`config.mk`:
```
export PLATFORM = sky130hd
export DESIGN_NAME = gbc_line_buffer
export DESIGN_NICKNAME = d
export VERILOG_FILES = /design/src/rtl/gbc_line_buffer.sv
export SDC_FILE = /design/constraint.sdc
export NUM_CORES = 2
export LEC_CHECK = 0
export CELL_PAD_IN_SITES_DETAIL_PLACEMENT = 0
export CELL_PAD_IN_SITES_GLOBAL_PLACEMENT = 2
export CORE_MARGIN = 1
export CORE_UTILIZATION = 52
export CTS_BUF_LIST = sky130_fd_sc_hd__clkbuf_8
export CTS_CLUSTER_SIZE = 12
export DETAILED_ROUTE_END_ITERATION = 12
export GPL_ROUTABILITY_DRIVEN = 0
export PLACE_DENSITY_LB_ADDON = 0.08
export RECOVER_POWER = 50
export SETUP_SLACK_MARGIN = 0.1
export SYNTH_ARGS = -nofsm -noshare
export SYNTH_HDL_FRONTEND = slang
export SYNTH_MEMORY_MAX_BITS = 65536
export SYNTH_SLANG_ARGS = --single-unit
```
`constraint.sdc`:
```
create_clock -name I_CLK -period 18.8 [get_ports I_CLK]
set_input_delay 3.76 -clock I_CLK [delete_from_list [all_inputs] [get_ports I_CLK]]
set_output_delay 3.76 -clock I_CLK [all_outputs]
set_load 0.005 [all_outputs]
```
`src/rtl/gbc_line_buffer.sv`:
```
// gbc_line_buffer: ping-pong scanline buffer between the PPU color file and
// the display/scaler side. RGB555 pixels are written at the PPU rate into one
// bank while the other bank drains as RGB888 over a valid/ready handshake.
// Optional macro LINE_BUFFER_DROP_CNT_EN enables the saturating dropped-pixel
// counter on O_DROP_CNT; without it O_DROP_CNT is constant zero.
module gbc_line_buffer #(
    parameter int LINE_WIDTH = 160,
    parameter int XW         = 8
) (
    input  logic          I_CLK,
    input  logic          I_RESET,
    input  logic          I_FRAME_START,
    input  logic          I_PIX_VALID,
    input  logic [15:0]   I_PIX_COLOR,
    output logic          O_PIX_READY,
    output logic          O_RGB_VALID,
    input  logic          I_RGB_READY,
    output logic [7:0]    O_RGB_R,
    output logic [7:0]    O_RGB_G,
    output logic [7:0]    O_RGB_B,
    output logic [XW-1:0] O_RGB_X,
    output logic          O_RGB_LAST,
    output logic [7:0]    O_DROP_CNT
);
    localparam int AW = XW + 1;
    localparam logic [XW-1:0] X_LAST = XW'(LINE_WIDTH - 1);

    typedef enum logic [1:0] {R_IDLE, R_LOAD, R_OUT} rstate_t;

    logic [14:0]   mem [2*LINE_WIDTH];
    logic [14:0]   rd_data;
    logic [1:0]    full, full_nxt;
    logic          wb, rb, rb_nxt;
    logic [XW-1:0] wp, rp, rp_nxt, rd_col;
    logic [AW-1:0] waddr, raddr;
    rstate_t       state, state_nxt;
    logic          accept, wr_last, hs, hs_last, load;

    // Bit 15 of the color word carries no information.
    logic unused_bit15;
    assign unused_bit15 = I_PIX_COLOR[15];

    function automatic logic [7:0] expand5(input logic [4:0] c);
        return {c, c[4:2]};
    endfunction

    assign O_PIX_READY = ~full[wb];
    assign accept  = I_PIX_VALID & O_PIX_READY & ~I_FRAME_START & ~I_RESET;
    assign wr_last = accept & (wp == X_LAST);
    assign hs      = O_RGB_VALID & I_RGB_READY;
    assign hs_last = hs & O_RGB_LAST;
    assign waddr   = wb ? (AW'(LINE_WIDTH) + AW'(wp)) : AW'(wp);

    // Read FSM next state; the RAM address always targets the pixel that
    // must be sitting in rd_data next cycle, which gives 1 pixel/cycle.
    always_comb begin
        state_nxt = state;
        rb_nxt    = rb;
        rp_nxt    = rp;
        load      = 1'b0;
        full_nxt  = full;
        if (wr_last) full_nxt[wb] = 1'b1;
        if (hs_last) full_nxt[rb] = 1'b0;
        case (state)
            R_IDLE: begin
                rp_nxt = '0;
                // A bank completing this very cycle counts as full, so the
                // first output appears two cycles after the last write.
                if (full[rb] | (wr_last & (wb == rb))) state_nxt = R_LOAD;
            end
            R_LOAD: begin
                load      = 1'b1;
                state_nxt = R_OUT;
            end
            R_OUT: begin
                if (hs_last) begin
                    rb_nxt    = ~rb;
                    rp_nxt    = '0;
                    state_nxt = (full[~rb] | (wr_last & (wb == ~rb))) ? R_LOAD : R_IDLE;
                end else if (hs) begin
                    rp_nxt = rp + XW'(1);
                    load   = 1'b1;
                end
            end
            default: state_nxt = R_IDLE;
        endcase
        if (I_FRAME_START) begin
            state_nxt = R_IDLE;
            rb_nxt    = 1'b0;
            rp_nxt    = '0;
            load      = 1'b0;
        end
        rd_col = (state_nxt == R_OUT && rp_nxt != X_LAST) ? rp_nxt + XW'(1) : rp_nxt;
        raddr  = rb_nxt ? (AW'(LINE_WIDTH) + AW'(rd_col)) : AW'(rd_col);
    end

    // Line storage: write port from the PPU, registered read port for drain.
    always_ff @(posedge I_CLK) begin
        if (accept) mem[waddr] <= I_PIX_COLOR[14:0];
        rd_data <= mem[raddr];
    end

    // Bank flags, pointers, FSM state and registered RGB outputs.
    always_ff @(posedge I_CLK) begin
        if (I_RESET || I_FRAME_START) begin
            full        <= '0;
            wb          <= 1'b0;
            wp          <= '0;
            rb          <= 1'b0;
            rp          <= '0;
            state       <= R_IDLE;
            O_RGB_VALID <= 1'b0;
            O_RGB_X     <= '0;
            O_RGB_LAST  <= 1'b0;
            if (I_RESET) begin
                O_RGB_R <= '0;
                O_RGB_G <= '0;
                O_RGB_B <= '0;
            end
        end else begin
            full  <= full_nxt;
            state <= state_nxt;
            rb    <= rb_nxt;
            rp    <= rp_nxt;
            if (accept) begin
                wp <= wr_last ? '0 : wp + XW'(1);
                if (wr_last) wb <= ~wb;
            end
            if (load) begin
                O_RGB_VALID <= 1'b1;
                O_RGB_R     <= expand5(rd_data[4:0]);
                O_RGB_G     <= expand5(rd_data[9:5]);
                O_RGB_B     <= expand5(rd_data[14:10]);
                O_RGB_X     <= rp_nxt;
                O_RGB_LAST  <= (rp_nxt == X_LAST);
            end else if (hs_last) begin
                O_RGB_VALID <= 1'b0;
                O_RGB_LAST  <= 1'b0;
            end
        end
    end

`ifdef LINE_BUFFER_DROP_CNT_EN
    logic [7:0] drop_cnt;

    // Saturating count of pixels discarded while the write bank is full.
    always_ff @(posedge I_CLK) begin
        if (I_RESET) drop_cnt <= '0;
        else if (I_PIX_VALID && !O_PIX_READY && !I_FRAME_START && drop_cnt != 8'hFF)
            drop_cnt <= drop_cnt + 8'd1;
    end

    assign O_DROP_CNT = drop_cnt;
`else
    assign O_DROP_CNT = 8'h00;
`endif

endmodule

```
[After elaboration in Yosys (flattened, before gate mapping)]
Memory sizes are Yosys's and may differ from the RTL's. A register that Yosys moved wholly into a read port is not among the register bits.
Cells that the tools add are included.
Word-level totals
  word-level logic and storage cells: 103
  bits in latches: 0
  memories kept: 1
  bits in writable memories: 4800
  flip-flop bits (word level): 56
  ROM bits: 0
Cells by class
  bitwise logic cells: 18
  reduce and logical (&&, ||, !) cells: 9
  $add $sub $neg: 5
  div/mod/pow operators: 0
  muxes and demuxes: 44
  multipliers: 0
  magnitude comparators: 5
  shifts and indexed selects: 0
  eq/ne operators: 9
Memories
  mem: depth 320, bits a word 15, rd ports 1, clocked after Yosys merged registers in 1, write ports 1, RTL line 30  | logic [14:0] mem [2*LINE_WIDTH];
Operators with widths (count)
  $mux 8: 12
  $add 8x1->8 const B: 3
  $mux 1: 20
  $add 8x8->9 const A: 2
  $mux 9: 2
  $eq 8x8->1 const B: 2
  $pmux 8 s2: 1
  $mux 2: 5
  $and 1x1->1: 8
  $ne 8x8->1 const B: 1
  $lt 1x2->1 const B: 3
  $pmux 2 s3: 1
  $not 1->1: 5
  $eq 2x2->1 const B: 2
  $reduce_and 2->1: 2
  $reduce_bool 2->1: 2
  $logic_and 1x1->1: 3
  $and 2x2->2: 1
  $demux 1 s1: 2
  $eq 1x1->1: 2
  $eq 2x1->1 const B: 1
  $ge 1x1->1 const B: 2
  $logic_not 2->1: 1
  $ne 2x2->1 const B: 1
  other kinds (5): 6

[Depth between registers and ports, before layout]
  depth in word-level cells: 18
  mapped depth: 25

[Worst setup path before layout]
Ideal clock, no wire load.
  path type: input-to-reg
  from: input I_FRAME_START
  to: register rd_data[13], read port of mem
  path slack: 10.175 ns
  arrival: 8.505 ns
  stages: 20
  path through: clkbuf_1 > clkbuf_1 > clkbuf_1 > nor2_1 > ha_1 > o21ai_1 > nor2_1 > a2111oi_2 > mux2i_2 > inv_4 > ha_1 > or3_1 > mux2_1 > buf_4 > or2_2 > clkbuf_1 > and3b_1 > nor4_1 > and4b_1 > a211o_1
RTL lines
  start, declared: RTL line 12  | input logic I_FRAME_START,
  $mux 8 *: RTL line 87  | if (I_FRAME_START) begin
  named net rp_nxt[0]: RTL line 34  | logic [XW-1:0] wp, rp, rp_nxt, rd_col;
  branches (longest 2 deep; another with $add 8x1->8)
  $mux 8 *: RTL line 93  | rd_col = (state_nxt == R_OUT && rp_nxt != X_LAST) ? rp_nxt + XW'(1) : rp_nxt;
  $add 8x8->9: RTL line 94  | raddr = rb_nxt ? (AW'(LINE_WIDTH) + AW'(rd_col)) : AW'(rd_col);
  $mux 9 *: RTL line 94
  end, declared: RTL line 31  | logic [14:0] rd_data;
Mark *: on every way through the listed nets, which the timed path passes.
A chain may end at the register's enable or synchronous reset.

[Worst setup path after layout]
  from: input I_PIX_COLOR[2]
  to: memory mem[61][2], data pin
RTL lines
  start, declared: RTL line 14  | input logic [15:0] I_PIX_COLOR,
  end, declared: RTL line 30
No word-level cell before the write port.

==> qor.txt <==
Number of design rule violations left after detail routing - 0
DP Wirelength - 320000 µm
Largest clock skew in the final design - 0.0471 ns
Number of top-level design ports - 64
Slew @ Worst Pin - 8.51 ns
Dominant register cell in the synthesized netlist - edfxtp_1
Initial Util - 52.3%
LEAKAGE - 70.7 nW
Type of origin of the critical path - input pin
Buffers from clock root to sink, at most - 4
Cell types with the largest area share after synthesis - edfxtp_1 (76%), nand2_1 (7.1%), nand3_1 (3.3%)
Setup repair bufs after CTS - 0
Max cap viols - 62
Most instantiated cells after synthesis - edfxtp_1 (4815), nand2_1 (3604), nand3_1 (1244), clkbuf_1 (482), mux2i_1 (431)
H-tree level count - 6
Final cycle utilization of the critical path - 76.7%
Violations in the final reports - max-capacitance violations, max-slew violations
Number of violations reported at the end of detailed-routing iteration 0 - 12800
Number of buffers added by the clock tree synthesis step - 773
Buffer type at the clock tree root - clkbuf_8
Final period demand of the worst path - 14.42 ns
Origin of the critical flop-to-flop path - state[0]
Number of optimization iterations in the first detailed-route pass - 5
Startpoint of the worst hold path - O_RGB_X[4]
Area share of the leading cell type in the synthesized netlist - 75.6%
Post-CTS Hold Fix Bufs - 0
Combinational family with the most area after synthesis - simple AND/OR/NAND/NOR gates
Total area of multi-input combinational cells - 0.0424 mm²
Result of the run - finished with violations
Die footprint - 0.370 mm²
Length in cells of the worst reg-to-reg path - 20
Die outline width - 608 µm
Pwr per Cell Area - 95.9 mW/mm²
Die Height - 608 µm
# resized after CTS - 0
Setup repair after global routing missed its margin - no
Number of synthesized flops with an enable pin - 4815
Area share of fa/ha/maj cells after synthesis - 0.0785%
# clock sinks - 4862
Vias per inst - 6.04
Maximum number of pins on one net before global-route repair - 172
Kind of critical path - in2reg
Synth Area in Compound Gates - 4.75%
Total vias in the final route - 117000
Post-detailed-route wirelength per cell - 29.0 µm
Worst Path Max Fanout - 116
Slack of the worst reg-to-reg path - 9.27 ns
Maximum vdd drop - 0.0959 mV
Critical path data arrival time - 15.33 ns
Pwr Total - 20.3 mW
Final number of hold-violating endpoints - 0
Share of final-layout standard cells stronger than drive strength 1 - 11.5%
Cell area after synthesis - 0.191 mm²
Cell depth of the worst hold path - 2
CTS tree - built
Endpoint type of the worst setup path - register
Antenna-violating nets left - 0
Final nets - 13900
Number of library cell types mapped by synthesis - 87
Total gr overflow - 0
Register area - 0.146 mm²
#FFs+latches synth - 4862
Endpoint with the worst hold slack - O_RGB_X[4]
Basic-gate share of the synthesized area counting and, or, nand and nor cells - 12.8%
Count of input and output buffers - 54
Register area share after synthesis - 76.1%
Detailed Route WL - 561000 µm
Post-Route Setup TNS - 0 ns
Cell Rows - 222
Post-synthesis share of cell area spent on xor and xnor gates - 0.0668%
Synth Warn # - 0
Via count of the first global-routing pass - 112000
Library cell occupying the most area in the post-synthesis netlist - edfxtp_1
Fill cell instance count of the final layout - 28700
Setup-failing EPs final - 0
Multiplexer fraction of the synthesized cell area - 4.23%
Clk Latency, worst-skew pair - 1.26 ns
End of the worst register-to-register path - rd_data[2]
Global-route wire length before repair - 797000 µm
Proportion of synthesized flip-flops having asynchronous set or reset - 0%
Clock transition at the registers of the reported paths - 0.06 ns
Headroom to the max-slew limit - -467%
Most repeated cell in the gate-level netlist after synthesis - edfxtp_1
Area delta synth->final - 10.8%
Total GRT Usage - 29.8%
Fmax - 0.0693 GHz
Area of the core - 0.366 mm²
Synthesized instance count - 13400
Count of pins over their slew limit - 4890
Avg Inst Size Synth - 14.2 µm²
Number of antenna violations at the first check in global routing - 39
Required @ worst endpoint - 19.71 ns
Worst hold path type - reg2reg
## stage by stage
stage | instances | hold WS (ns) | setup WS (ns) | cell area, µm² | util [%]
2_1_floorplan | 13500 | 0.482 | 10.18 | 191000 | -
3_3_place_gp | 17900 | 0.495 | 6.32 | 199000 | 54.3
3_5_place_dp | 17900 | 0.501 | 6.24 | 199000 | 54.3
4_1_cts | 19300 | 0.509 | 7.55 | 212000 | 58.0
5_1_grt | 19300 | 0.540 | 3.91 | 212000 | 57.9
6_report | 19300 | 0.501 | 4.38 | 212000 | 57.9
## layout by cell type (no fill, tap or decap), drive strengths merged, types with 34 or more instances in the layout
cell,n
mux2i,433
mux4,161
o311ai,39
a32oi,170
buf,436
o21ai,79
nor2,397
clkinv,269
nand3,1244
and3,227
a22oi,47
nor4,60
nor3,43
a311oi,152
nand2,3604
a211oi,44
edfxtp,4815
inv,324
dfxtp,47
clkdlybuf4s50,34
a21oi,297
nand4,54
a31oi,296
clkbuf,851
## per-layer routing
metal | track usage, % | wire length (µm) | vias to the layer above
li1 | - | - | 51400
met1 | 42.4 | 233000 | 59300
met2 | 46.4 | 261000 | 5121
met3 | 5.55 | 46900 | 923
met4 | 10.2 | 20200 | 12
met5 | 0 | 94 | -
## cells by family (layout without fill, tap and decap cells)
logic type	after synthesis	count (layout)
adder cells (fa/ha/maj)	12	12
AND/OR/NAND/NOR	5740	5740
multiplexers	603	603
XOR/XNOR	13	13
AO/OA/AOI/OAI	1305	1305
flip-flops	4862	4862
other	1	31
buffers and inverters	911	1942
## final cells by class
| type | instances | area share (%) |
|---|---|---|
| diodes | 23 | 0.0272 |
| clock buffers | 783 | 5.09 |
| clock inverters | 608 | 1.38 |
| inverters | 8 | 0.0154 |
| multi-input cells | 7681 | 20.0 |
| flip-flops and latches | 4862 | 68.7 |
| well taps | 4816 | 2.84 |
| repair buffers | 543 | 1.96 |
## worst max-delay path, stage by stage
cell	delay [ns]
clkbuf_1	3.93
clkbuf_1	3.33
clkbuf_1	2.96
buf_4	0.93
## worst max path at each step
stage	from	to	slack [ns]	cells after the start
2_1_floorplan	I_FRAME_START	rd_data[13]	10.18	20
3_3_place_gp	I_RGB_READY	rd_data[9]	6.32	19
3_5_place_dp	I_RGB_READY	rd_data[9]	6.24	19
4_1_cts	I_RGB_READY	rd_data[9]	7.55	19
5_1_grt	I_PIX_COLOR[13]	mem[28][13]	3.91	3
6_report	I_PIX_COLOR[2]	mem[61][2]	4.38	4
## registers in the layout, summed over array words and instances (netlist names)
signal       cells
O_RGB_VALID      1
rb               1
O_RGB_B          5
mem           4800
state            2
full             2
O_RGB_R          5
wp               8
O_RGB_LAST       1
O_RGB_X          8
O_RGB_G          5
rp               8
wb               1
rd_data         15
## power breakdown
part / switching (mW) / internal [mW]
Combinational: 0.211 / 0.0111
Clock: 4.13 / 4.01
Sequential: 0.00372 / 12.0
No activity file was read; power rests on OpenSTA's default activity.
